==> src/rtl/uart_tx_arbiter_if.sv <==
// Handshake bundle between the byte-stream requesters, the arbiter and the uart TX write port.
// Signal prefixes follow the arbiter's point of view: i_ into the arbiter, o_ out of it.
interface uart_tx_arbiter_if #(
   parameter int unsigned NUM_REQ = 4
) ();
   logic [NUM_REQ-1:0]   i_req;
   logic [8*NUM_REQ-1:0] i_req_data;
   logic [NUM_REQ-1:0]   i_req_last;
   logic                 i_uart_tx_fifo_full;
   logic [NUM_REQ-1:0]   o_ack;
   logic [NUM_REQ-1:0]   o_grant;
   logic                 o_busy;
   logic                 o_uart_tx_start;
   logic [7:0]           o_uart_tx_data_in;

   modport master (
      output i_req, i_req_data, i_req_last, i_uart_tx_fifo_full,
      input  o_ack, o_grant, o_busy, o_uart_tx_start, o_uart_tx_data_in
   );

   modport slave (
      input  i_req, i_req_data, i_req_last, i_uart_tx_fifo_full,
      output o_ack, o_grant, o_busy, o_uart_tx_start, o_uart_tx_data_in
   );
endinterface

==> src/rtl/uart_tx_arbiter.sv <==
// Round-robin arbiter sharing one uart TX FIFO among NUM_REQ byte streams.
// A grant is held for a whole packet (req_last or MAX_BURST bytes), optionally prefixed by a tag byte.
module uart_tx_arbiter #(
   parameter int unsigned NUM_REQ    = 4,
   parameter int unsigned MAX_BURST  = 16,
   parameter bit          TAG_ENABLE = 1'b0,
   parameter logic [7:0]  TAG_BASE   = 8'hA0
) (
   input  logic           clk,
   input  logic           rst_n,
   uart_tx_arbiter_if.slave bus
);
   localparam int unsigned IW = $clog2(NUM_REQ);
   localparam int unsigned CW = $clog2(MAX_BURST + 1);

   typedef enum logic [1:0] {
      ST_IDLE = 2'd0,
      ST_TAG  = 2'd1,
      ST_SEND = 2'd2
   } state_t;

   state_t             r_state;
   logic [IW-1:0]      r_cur;
   logic [IW-1:0]      r_last;
   logic [CW-1:0]      r_cnt;
   logic [NUM_REQ-1:0] r_grant;
   logic               r_busy;

   logic [IW-1:0]      w_sel;
   logic [IW:0]        w_idx;
   logic               w_req_cur;
   logic               w_last_cur;
   logic [7:0]         w_byte_cur;
   logic [CW:0]        w_cnt_inc;
   logic               w_burst_end;
   logic               w_start;
   logic [7:0]         w_data;
   logic [NUM_REQ-1:0] w_ack;

   function automatic logic [NUM_REQ-1:0] onehot(input logic [IW-1:0] idx);
      onehot = {{(NUM_REQ-1){1'b0}}, 1'b1} << idx;
   endfunction

   // Round-robin pick: scan downwards so the nearest requester after r_last wins.
   always_comb begin
      w_sel = r_last;
      w_idx = {(IW+1){1'b0}};
      for (int k = NUM_REQ; k >= 1; k--) begin
         w_idx = {1'b0, r_last} + (IW+1)'(k);
         w_idx = (w_idx >= (IW+1)'(NUM_REQ)) ? (w_idx - (IW+1)'(NUM_REQ)) : w_idx;
         w_sel = bus.i_req[w_idx[IW-1:0]] ? w_idx[IW-1:0] : w_sel;
      end
   end

   assign w_req_cur   = bus.i_req[r_cur];
   assign w_last_cur  = bus.i_req_last[r_cur];
   assign w_byte_cur  = bus.i_req_data[{r_cur, 3'b000} +: 8];
   assign w_cnt_inc   = {1'b0, r_cnt} + {{CW{1'b0}}, 1'b1};
   assign w_burst_end = w_last_cur || (w_cnt_inc == (CW+1)'(MAX_BURST));

   // Write strobe, data and ack are combinational so a byte moves in the cycle it is offered.
   always_comb begin
      w_start = 1'b0;
      w_data  = 8'h00;
      w_ack   = {NUM_REQ{1'b0}};
      case (r_state)
         ST_TAG: begin
            w_start = !bus.i_uart_tx_fifo_full;
            w_data  = TAG_BASE + {{(8-IW){1'b0}}, r_cur};
         end
         ST_SEND: begin
            w_start = w_req_cur && !bus.i_uart_tx_fifo_full;
            w_data  = w_byte_cur;
            w_ack   = w_start ? onehot(r_cur) : {NUM_REQ{1'b0}};
         end
         default: begin
            w_start = 1'b0;
            w_data  = 8'h00;
            w_ack   = {NUM_REQ{1'b0}};
         end
      endcase
   end

   // Arbitration FSM with registered grant/busy.
   always_ff @(posedge clk) begin
      if (!rst_n) begin
         r_state <= ST_IDLE;
         r_cur   <= {IW{1'b0}};
         r_last  <= IW'(NUM_REQ - 1);
         r_cnt   <= {CW{1'b0}};
         r_grant <= {NUM_REQ{1'b0}};
         r_busy  <= 1'b0;
      end else begin
         case (r_state)
            ST_IDLE: begin
               if (|bus.i_req) begin
                  r_cur   <= w_sel;
                  r_grant <= onehot(w_sel);
                  r_cnt   <= {CW{1'b0}};
                  r_busy  <= 1'b1;
                  r_state <= TAG_ENABLE ? ST_TAG : ST_SEND;
               end else begin
                  r_grant <= {NUM_REQ{1'b0}};
                  r_busy  <= 1'b0;
               end
            end
            ST_TAG: begin
               if (!bus.i_uart_tx_fifo_full) begin
                  r_state <= ST_SEND;
               end
            end
            ST_SEND: begin
               // A dropped req abandons the packet; full with req held is a pure stall.
               if (!w_req_cur) begin
                  r_state <= ST_IDLE;
                  r_last  <= r_cur;
                  r_grant <= {NUM_REQ{1'b0}};
                  r_busy  <= 1'b0;
               end else if (!bus.i_uart_tx_fifo_full) begin
                  r_cnt <= w_cnt_inc[CW-1:0];
                  if (w_burst_end) begin
                     r_state <= ST_IDLE;
                     r_last  <= r_cur;
                     r_grant <= {NUM_REQ{1'b0}};
                     r_busy  <= 1'b0;
                  end
               end
            end
            default: begin
               r_state <= ST_IDLE;
               r_grant <= {NUM_REQ{1'b0}};
               r_busy  <= 1'b0;
            end
         endcase
      end
   end

   assign bus.o_ack             = w_ack;
   assign bus.o_grant           = r_grant;
   assign bus.o_busy            = r_busy;
   assign bus.o_uart_tx_start   = w_start;
   assign bus.o_uart_tx_data_in = w_data;
endmodule

==> src/flat_wrapper.sv <==
// flat-port wrapper written by rule: the top's interface ports become plain ports
module uart_tx_arbiter_flat 
#(
   parameter int unsigned NUM_REQ    = 4,
   parameter int unsigned MAX_BURST  = 16,
   parameter bit          TAG_ENABLE = 1'b0,
   parameter logic [7:0]  TAG_BASE   = 8'hA0
)
  (clk, rst_n, bus_i_req, bus_i_req_data, bus_i_req_last, bus_i_uart_tx_fifo_full, bus_o_ack, bus_o_grant, bus_o_busy, bus_o_uart_tx_start, bus_o_uart_tx_data_in);
  uart_tx_arbiter_if #(.NUM_REQ(NUM_REQ)) bus_i ();
  input  logic clk;
  input  logic rst_n;
  input wire logic [$bits(bus_i.i_req)-1:0] bus_i_req;
  input wire logic [$bits(bus_i.i_req_data)-1:0] bus_i_req_data;
  input wire logic [$bits(bus_i.i_req_last)-1:0] bus_i_req_last;
  input wire logic [$bits(bus_i.i_uart_tx_fifo_full)-1:0] bus_i_uart_tx_fifo_full;
  output wire logic [$bits(bus_i.o_ack)-1:0] bus_o_ack;
  output wire logic [$bits(bus_i.o_grant)-1:0] bus_o_grant;
  output wire logic [$bits(bus_i.o_busy)-1:0] bus_o_busy;
  output wire logic [$bits(bus_i.o_uart_tx_start)-1:0] bus_o_uart_tx_start;
  output wire logic [$bits(bus_i.o_uart_tx_data_in)-1:0] bus_o_uart_tx_data_in;
  assign bus_i.i_req = bus_i_req;
  assign bus_i.i_req_data = bus_i_req_data;
  assign bus_i.i_req_last = bus_i_req_last;
  assign bus_i.i_uart_tx_fifo_full = bus_i_uart_tx_fifo_full;
  assign bus_o_ack = bus_i.o_ack;
  assign bus_o_grant = bus_i.o_grant;
  assign bus_o_busy = bus_i.o_busy;
  assign bus_o_uart_tx_start = bus_i.o_uart_tx_start;
  assign bus_o_uart_tx_data_in = bus_i.o_uart_tx_data_in;
  uart_tx_arbiter #(.NUM_REQ(NUM_REQ), .MAX_BURST(MAX_BURST), .TAG_ENABLE(TAG_ENABLE), .TAG_BASE(TAG_BASE)) u_core (.clk(clk), .rst_n(rst_n), .bus(bus_i));
endmodule
==> config.mk <==
export PLATFORM = sky130hd
export DESIGN_NAME = uart_tx_arbiter_flat
export DESIGN_NICKNAME = d
export VERILOG_FILES = /design/src/rtl/uart_tx_arbiter_if.sv /design/src/rtl/uart_tx_arbiter.sv /design/src/flat_wrapper.sv
export SDC_FILE = /design/constraint.sdc
export NUM_CORES = 1
export LEC_CHECK = 0
export ABC_AREA = 1
export BUFFER_PORTS_ARGS = -buffer_cell sky130_fd_sc_hd__buf_4
export CAP_MARGIN = 25
export CORE_MARGIN = 5
export CORE_UTILIZATION = 49
export CTS_BUF_LIST = sky130_fd_sc_hd__clkbuf_8
export DETAILED_ROUTE_END_ITERATION = 8
export PLACE_DENSITY = 0.87
export SLEW_MARGIN = 20
export SYNTH_ARGS = -nofsm -noshare
export SYNTH_HDL_FRONTEND = slang
export SYNTH_SLANG_ARGS = --single-unit
export TNS_END_PERCENT = 100
==> constraint.sdc <==
create_clock -name clk -period 2.3 [get_ports clk]
set_input_delay 0.23 -clock clk [delete_from_list [all_inputs] [get_ports clk]]
set_output_delay 0.23 -clock clk [all_outputs]
set_load 0.01 [all_outputs]
==> results.md, run 1 <==
- Status: finished clean
- Crit path max fanout: 10
- CTS Hold Bufs: 0
- Crit path depth: 9
- Worst setup SP type: register
- WS Path Type: register to output port
- Net Count, Synth: 225
- Hold Path Depth: 2
- CTS tree: done
- Power Density: 680 nW/um2
- Overall routing resource usage: 21.6%
- Slew Limit Headroom: 77.5%
- Slowest-stage cell, CP: dfxtp_2
- Die area: 3350 um2
- Hold Path Class: input port to register
- Core area: 2210 um2
- Synth Warn #: 0
- CTS buffer count: 3
- CP arrival: 1.79 ns
- Endpoints failing hold: 0
- Post-synthesis instance area: 1120 um2
- WP data required: 2.07 ns
- Mean routed wirelength per cell: 13.2 um
- Vias: 1502
- RD Place Congestion: 0.864
- Cell family with most CP delay: simple AND/OR/NAND/NOR gates
- Synth area leaders: dfxtp_1, nand2_1, a22oi_1
- Clk sinks: 15
- First-pass GRT wire length: 5.84 mm
- Largest family of logic cells by synthesized area: simple AND/OR/NAND/NOR gates
- Fin Setup TNS: 0 ns
- Vias per inst: 5.54
- Worst slew pin tran: 0.337 ns
- H-Tree Level Count: 1
- Total I/O pin count: 61
- Max clock buf depth: 2
- Slew Limit Fails: 0
- Routed Antenna Nets: 0
- IO buf count: 60
- R2R depth: 10
- GR Overflow Total: 0
- CP Cell Sequence: nand2_1 > inv_2 > nand2_1 > o21ai_1 > nor2_2 > nor2_8 > nand2_4 > nor3_1 > buf_4
- Crit share post-route: 87.9%
- RSZ-0062 raised after global routing: no
- Final setup vio count: 0
- Clock transition at path regs: 0.06 ns
- Area grow syn2layout: 46.2%
- Synth Area in Compound Gates: 22.9%
- Cell row count: 17
- Average size of a mapped cell: 6.21 um2
- Leakage: 0.832 nW
- Kind of end point of the critical path: output port
- Yosys reg bits: 15
- Maximum vdd drop: 0.000725 V
- Nets: 288
- CP peak stage delay: 0.46 ns
- Synth cell types: 23
- Root buf cell: clkbuf_8
- Post-Synth Adder-Cell Area: 1.11%
- XOR/XNOR share of the synthesized area: 0%
- Die Ht: 57.9 um
- Ratio of cells with drive above 1 in the final layout: 32.5%
- DP Wirelength: 2.81 mm
- Pin count of the biggest net entering global routing: 11
- Post-Syn Instances: 181
- # Post-CTS Setup Buffers: 0
- CP dominant cell by count: nand2_1
- Synth area leader: dfxtp_1
- Antenna violations before repair: 0
- Initial Util: 50.8%
- Simple-gate portion of the synthesized area: 42.0%
- Final min period: 2.02 ns
- Die W: 57.9 um
- Initial DRC Count: 107
- Yosys top cell area share: 26.7%
- Clk_skew: 0.00428 ns
- # DRC: 0
- Mux cell area share after synthesis: 0%
- # Max-Cap Violations: 0
- Seq/Total Area, Yosys: 26.7%
- Post-Route WL: 3.59 mm
- N_diodes: 0
- Vias in the first global route: 1381
- CP bufs+invs: 2
- Post_cts resized: 0
- Max Fclk: 0.494 GHz
- First-pass iteration count of the detailed router: 4
- Clk Latency, worst-skew pair: 0.25 ns
- Hold_ws: 0.218 ns
==> cells in the final DEF (no fill, tap or decap) <==
cell / instances
nor2_2: 1
dfxtp_1: 14
ha_1: 1
nand2_4: 1
inv_2: 8
o21ai_0: 2
nor3_1: 1
nand4_1: 3
clkbuf_8: 3
buf_4: 60
nor2_1: 14
nor2_4: 1
clkinv_2: 1
a21oi_1: 20
nor2_8: 2
inv_1: 8
nand2_1: 55
dfxtp_2: 1
o21ai_1: 4
clkinv_1: 2
nand3_1: 23
nand2_2: 1
o21bai_1: 1
a22oi_1: 16
==> area by class of cell <==
class | instances | area [um2]
Clock buffer | 3 | 41.3
Clock inverter | 1 | 3.75
Fill cell | 189 | 568
Inverter | 18 | 68.8
Multi-Input combinational cell | 146 | 743
Sequential cell | 15 | 302
Tap cell | 28 | 35.0
Timing Repair Buffer | 60 | 450
==> Yosys cell counts (all sizes together) <==
| cell type | number |
|---|---|
| nor2 | 18 |
| nor3 | 1 |
| inv | 15 |
| a21oi | 20 |
| o21ai | 6 |
| ha | 1 |
| o21bai | 1 |
| nand2 | 57 |
| dfxtp | 15 |
| a22oi | 16 |
| nand4 | 3 |
| buf | 2 |
| clkinv | 3 |
| nand3 | 23 |
==> worst reg2reg max path, stage by stage, from the launching register on <==
cell and delay (ns):
dfxtp_1 0.40, ha_1 0.21, nand2_1 0.11, o21bai_1 0.18
nand2_1 0.07, o21ai_1 0.13, nand2_1 0.17, nand2_1 0.14
nand2_1 0.08, nand2_1 0.07, nand3_1 0.07
==> logic make-up (layout without fill, tap and decap cells) <==
logic type,after synthesis,in the layout
AOI/OAI and AO/OA,43,43
adders and majority gates,1,1
buffers and inverters,20,82
DFF,15,15
and+or+nand+nor,102,102
==> through the flow <==
stage	util (%)	cells	area (um2)	worst slack, ns	total power [mW]
finish	74.3	271	1640	0.277	1.12
global route	74.3	271	1640	0.125	1.21
CTS	74.3	271	1640	0.125	1.11
detailed placement	72.2	267	1600	0.395	0.910
global placement	72.2	267	1600	0.427	0.889
floorplan	-	181	1120	0.696	0.716
==> per-layer routing <==
layer	vias to the layer above	track usage, %	part of all wire (%)
met2	89	39.0	48
met4	0	6.95	1.5
met5	-	0	0
met1	660	24.7	39
met3	9	5.12	12
li1	744	-	-
==> registers in the layout (all words and copies together) (netlist names) <==
signal              cells
u_core.bus.o_grant      4
u_core.r_cnt            5
u_core.r_cur            2
u_core.bus.o_busy       1
u_core.r_state          1
u_core.r_last           2
==> final timing paths <==
kind / start / endpoint / slack (ns)
setup / recovery: u_core.r_cur[0]$_SDFFE_PN0P_ / bus_o_ack[2] / 0.28
hold / removal: rst_n / u_core.r_last[1]$_SDFFE_PN1P_ / 0.22
setup reg to reg: u_core.r_cnt[0]$_SDFFE_PN0P_ / u_core.r_last[0]$_SDFFE_PN1P_ / 0.56
hold reg to reg: u_core.bus.o_busy$_SDFFE_PN0P_ / u_core.bus.o_busy$_SDFFE_PN0P_ / 0.50
==> where the power goes <==
group	internal, mW	switching, mW
Clock	0.118	0.0896
Combinational	0.235	0.325
Sequential	0.297	0.0522
Total	0.651	0.466
Note: power is estimated with default switching activity, not from simulation.
==> inputs of run 2 (changes only) <==
- PLACE_DENSITY: 0.87 -> 0.95
==> results.md, run 2 (synthesized netlist as in run 1, its figures left out) <==
- Power Density: 672 nW/um2 (-1.1%)
- Slowest-stage cell, CP: dfxtp_2
- GR Overflow Total: 0 (unchanged)
- Die area: 3350 um2 (unchanged)
- Clk sinks: 15 (unchanged)
- RSZ-0062 raised after global routing: no
- Nets: 288 (unchanged)
- # Max-Cap Violations: 0 (unchanged)
- Maximum vdd drop: 0.000518 V (-28%)
- Post-placement cell area: 1600 um2 (unchanged)
- N_diodes: 0 (unchanged)
- Slew Limit Fails: 0 (unchanged)
- Place WS: 0.339 ns (-0.0562 ns)
- Fin area: 1640 um2 (unchanged)
- First-pass iteration count of the detailed router: 4 (unchanged)
- Worst hold start: rst_n
- R2R depth: 10 (unchanged)
- Max clock buf depth: 2 (unchanged)
- Overall routing resource usage: 20.6% (-1.0 points)
- Clk Latency, worst-skew pair: 0.25 ns (about the same)
- Hold_ws: 0.221 ns (+0.00363 ns)
- CTS Hold Bufs: 0 (unchanged)
- Final setup vio count: 0 (unchanged)
- Core area: 2210 um2 (unchanged)
- Initial DRC Count: 100 (-6.5%)
- RD Place Congestion: 0.844 (-2.3%)
- Clock power share: 18.4% (-0.2 points)
- Hold Path Class: input port to register
- Die W: 57.9 um (unchanged)
- Post-Route WL: 3.47 mm (-3.2%)
- Slew Limit Headroom: 76.8% (-0.69 points)
- WP data required: 2.07 ns (about the same)
- CP peak stage delay: 0.46 ns (about the same)
- CTS tree: done
- CP arrival: 1.81 ns (+0.02 ns)
- CTS buffer count: 3 (unchanged)
- Vias in the first global route: 1328 (-3.8%)
- Internal power: 651 uW (about the same)
- Most frequent cells in the layout: buf_4, nand2_1, nand3_1
- WS Path Type: register to output port
- Logic pwr share: 50.1% (about the same)
- Initial Util: 50.8% (unchanged)
- Vias: 1463 (-2.6%)
- Cell row count: 17 (unchanged)
- First-pass GRT wire length: 5.55 mm (-5.0%)
- R2R Setup Slk: 0.60 ns (+0.04 ns)
- # DRC: 0 (unchanged)
- Routed Antenna Nets: 0 (unchanged)
- Fin Setup TNS: 0 ns (unchanged)
- Die Ht: 57.9 um (unchanged)
- Worst slew pin tran: 0.348 ns (+0.0103 ns)
- Vias per inst: 5.40 (-2.6%)
- Status: finished clean
- Max reg flops: 5 (unchanged)
- CP dominant cell by count: nand2_1
- Antenna violations before repair: 0 (unchanged)
- Reg2reg start: u_core.r_cnt[0]$_SDFFE_PN0P_
- Crit path max fanout: 10 (unchanged)
- Endpoints failing hold: 0 (unchanged)
- CP Cell Sequence: nand2_1 > inv_2 > nand2_1 > o21ai_1 > nor2_2 > nor2_8 > nand2_4 > nor3_1 > buf_4
- Sw power: 454 uW (-2.6%)
- Worst setup SP type: register
- DP Wirelength: 2.71 mm (-3.4%)
- Cell family with most CP delay: simple AND/OR/NAND/NOR gates
- Max Fclk: 0.489 GHz (-1.1%)
- IO buf count: 60 (unchanged)
- CP bufs+invs: 2 (unchanged)
- Kind of end point of the critical path: output port
- Reg with most FFs: u_core.r_cnt
- H-Tree Level Count: 1 (unchanged)
- Crit share post-route: 88.9% (+0.94 points)
- Switch share: 41.1% (-0.63 points)
- Post-layout worst setup margin: 0.256 ns (-0.0217 ns)
- Most common cell after layout, fill and taps aside: buf_4
- Clk_skew: 0.00441 ns (+0.000139 ns)
- Pin count of the biggest net entering global routing: 11 (unchanged)
- Total I/O pin count: 61 (unchanged)
- Leakage: 0.832 nW (unchanged)
- Sequential share of power: 31.6% (+0.3 points)
- Area grow syn2layout: 46.2% (unchanged)
- Ratio of cells with drive above 1 in the final layout: 32.5% (unchanged)
- Total Power: 1.11 mW (-1.1%)
- Hold Path Sink: u_core.r_last[1]$_SDFFE_PN1P_
- Hold Path Depth: 2 (unchanged)
- Clock transition at path regs: 0.06 ns (about the same)
- Final min period: 2.04 ns (+0.0217 ns)
- Root buf cell: clkbuf_8
- Mean routed wirelength per cell: 12.8 um (-3.2%)
- RR Endpoint: u_core.r_last[0]$_SDFFE_PN1P_
[run 2: cell counts in the layout (fill, tap and decap cells not counted)]
Identical to the previous run, type by type.
[run 2: stage by stage]
| stage | instances | utilization, % |
|---|---|---|
| after floorplan | 181 | - |
| after CTS | 271 | 74.3 |
| after global routing | 271 | 74.3 |
| after global placement | 267 | 72.2 |
| final | 271 | 74.3 |
| after detailed placement | 267 | 72.2 |
[run 2: worst register-to-register path, delay by kind of cell (launching register included)]
| family | cells | cell delay (ns) |
|---|---|---|
| AOI/OAI and AO/OA | 2 | 0.31 |
| and+or+nand+nor | 7 | 0.69 |
| DFF | 1 | 0.39 |
| adders and majority gates | 1 | 0.21 |
[run 2: worst max path at each step]
stage | cells after the start | to | from | slack, ns
2_1_floorplan | 9 | bus_o_ack[2] | u_core.r_cur[0]$_SDFFE_PN0P_ | 0.70
4_1_cts | 9 | bus_o_ack[2] | u_core.r_cur[0]$_SDFFE_PN0P_ | 0.07
5_1_grt | 9 | bus_o_ack[2] | u_core.r_cur[0]$_SDFFE_PN0P_ | 0.09
6_report | 9 | bus_o_ack[2] | u_core.r_cur[0]$_SDFFE_PN0P_ | 0.26
3_5_place_dp | 9 | bus_o_ack[2] | u_core.r_cur[0]$_SDFFE_PN0P_ | 0.34
3_3_place_gp | 9 | bus_o_ack[2] | u_core.r_cur[0]$_SDFFE_PN0P_ | 0.38
[run 2: layout make-up]
cell class | count | area, um2
multi-input combinational | 146 | 743
fill | 195 | 568
timing repair buffer | 60 | 450
sequential | 15 | 302
inverter | 18 | 68.8
clock buffer | 3 | 41.3
tap | 28 | 35.0
clock inverter | 1 | 3.75
[run 2: power groups by stage]
stage	clock, mW	combinational, mW	sequential (mW)
2_1_floorplan	0	0.383	0.333
3_3_place_gp	0	0.543	0.351
3_5_place_dp	0	0.550	0.352
4_1_cts	0.205	0.553	0.348
5_1_grt	0.217	0.622	0.358
6_report	0.203	0.553	0.349
[run 2: layer usage]
layer	GRT usage, %	share of wire [%]
met1	25.7	42
met2	35.0	45
met3	4.23	12
met4	6.62	1.2
met5	0	0
[run 2: what timing repair did]
item	4_1_cts	5_1_grt
setup buffers	0	0
endpoints found under the setup margin	0	1
gates resized for setup	0	1
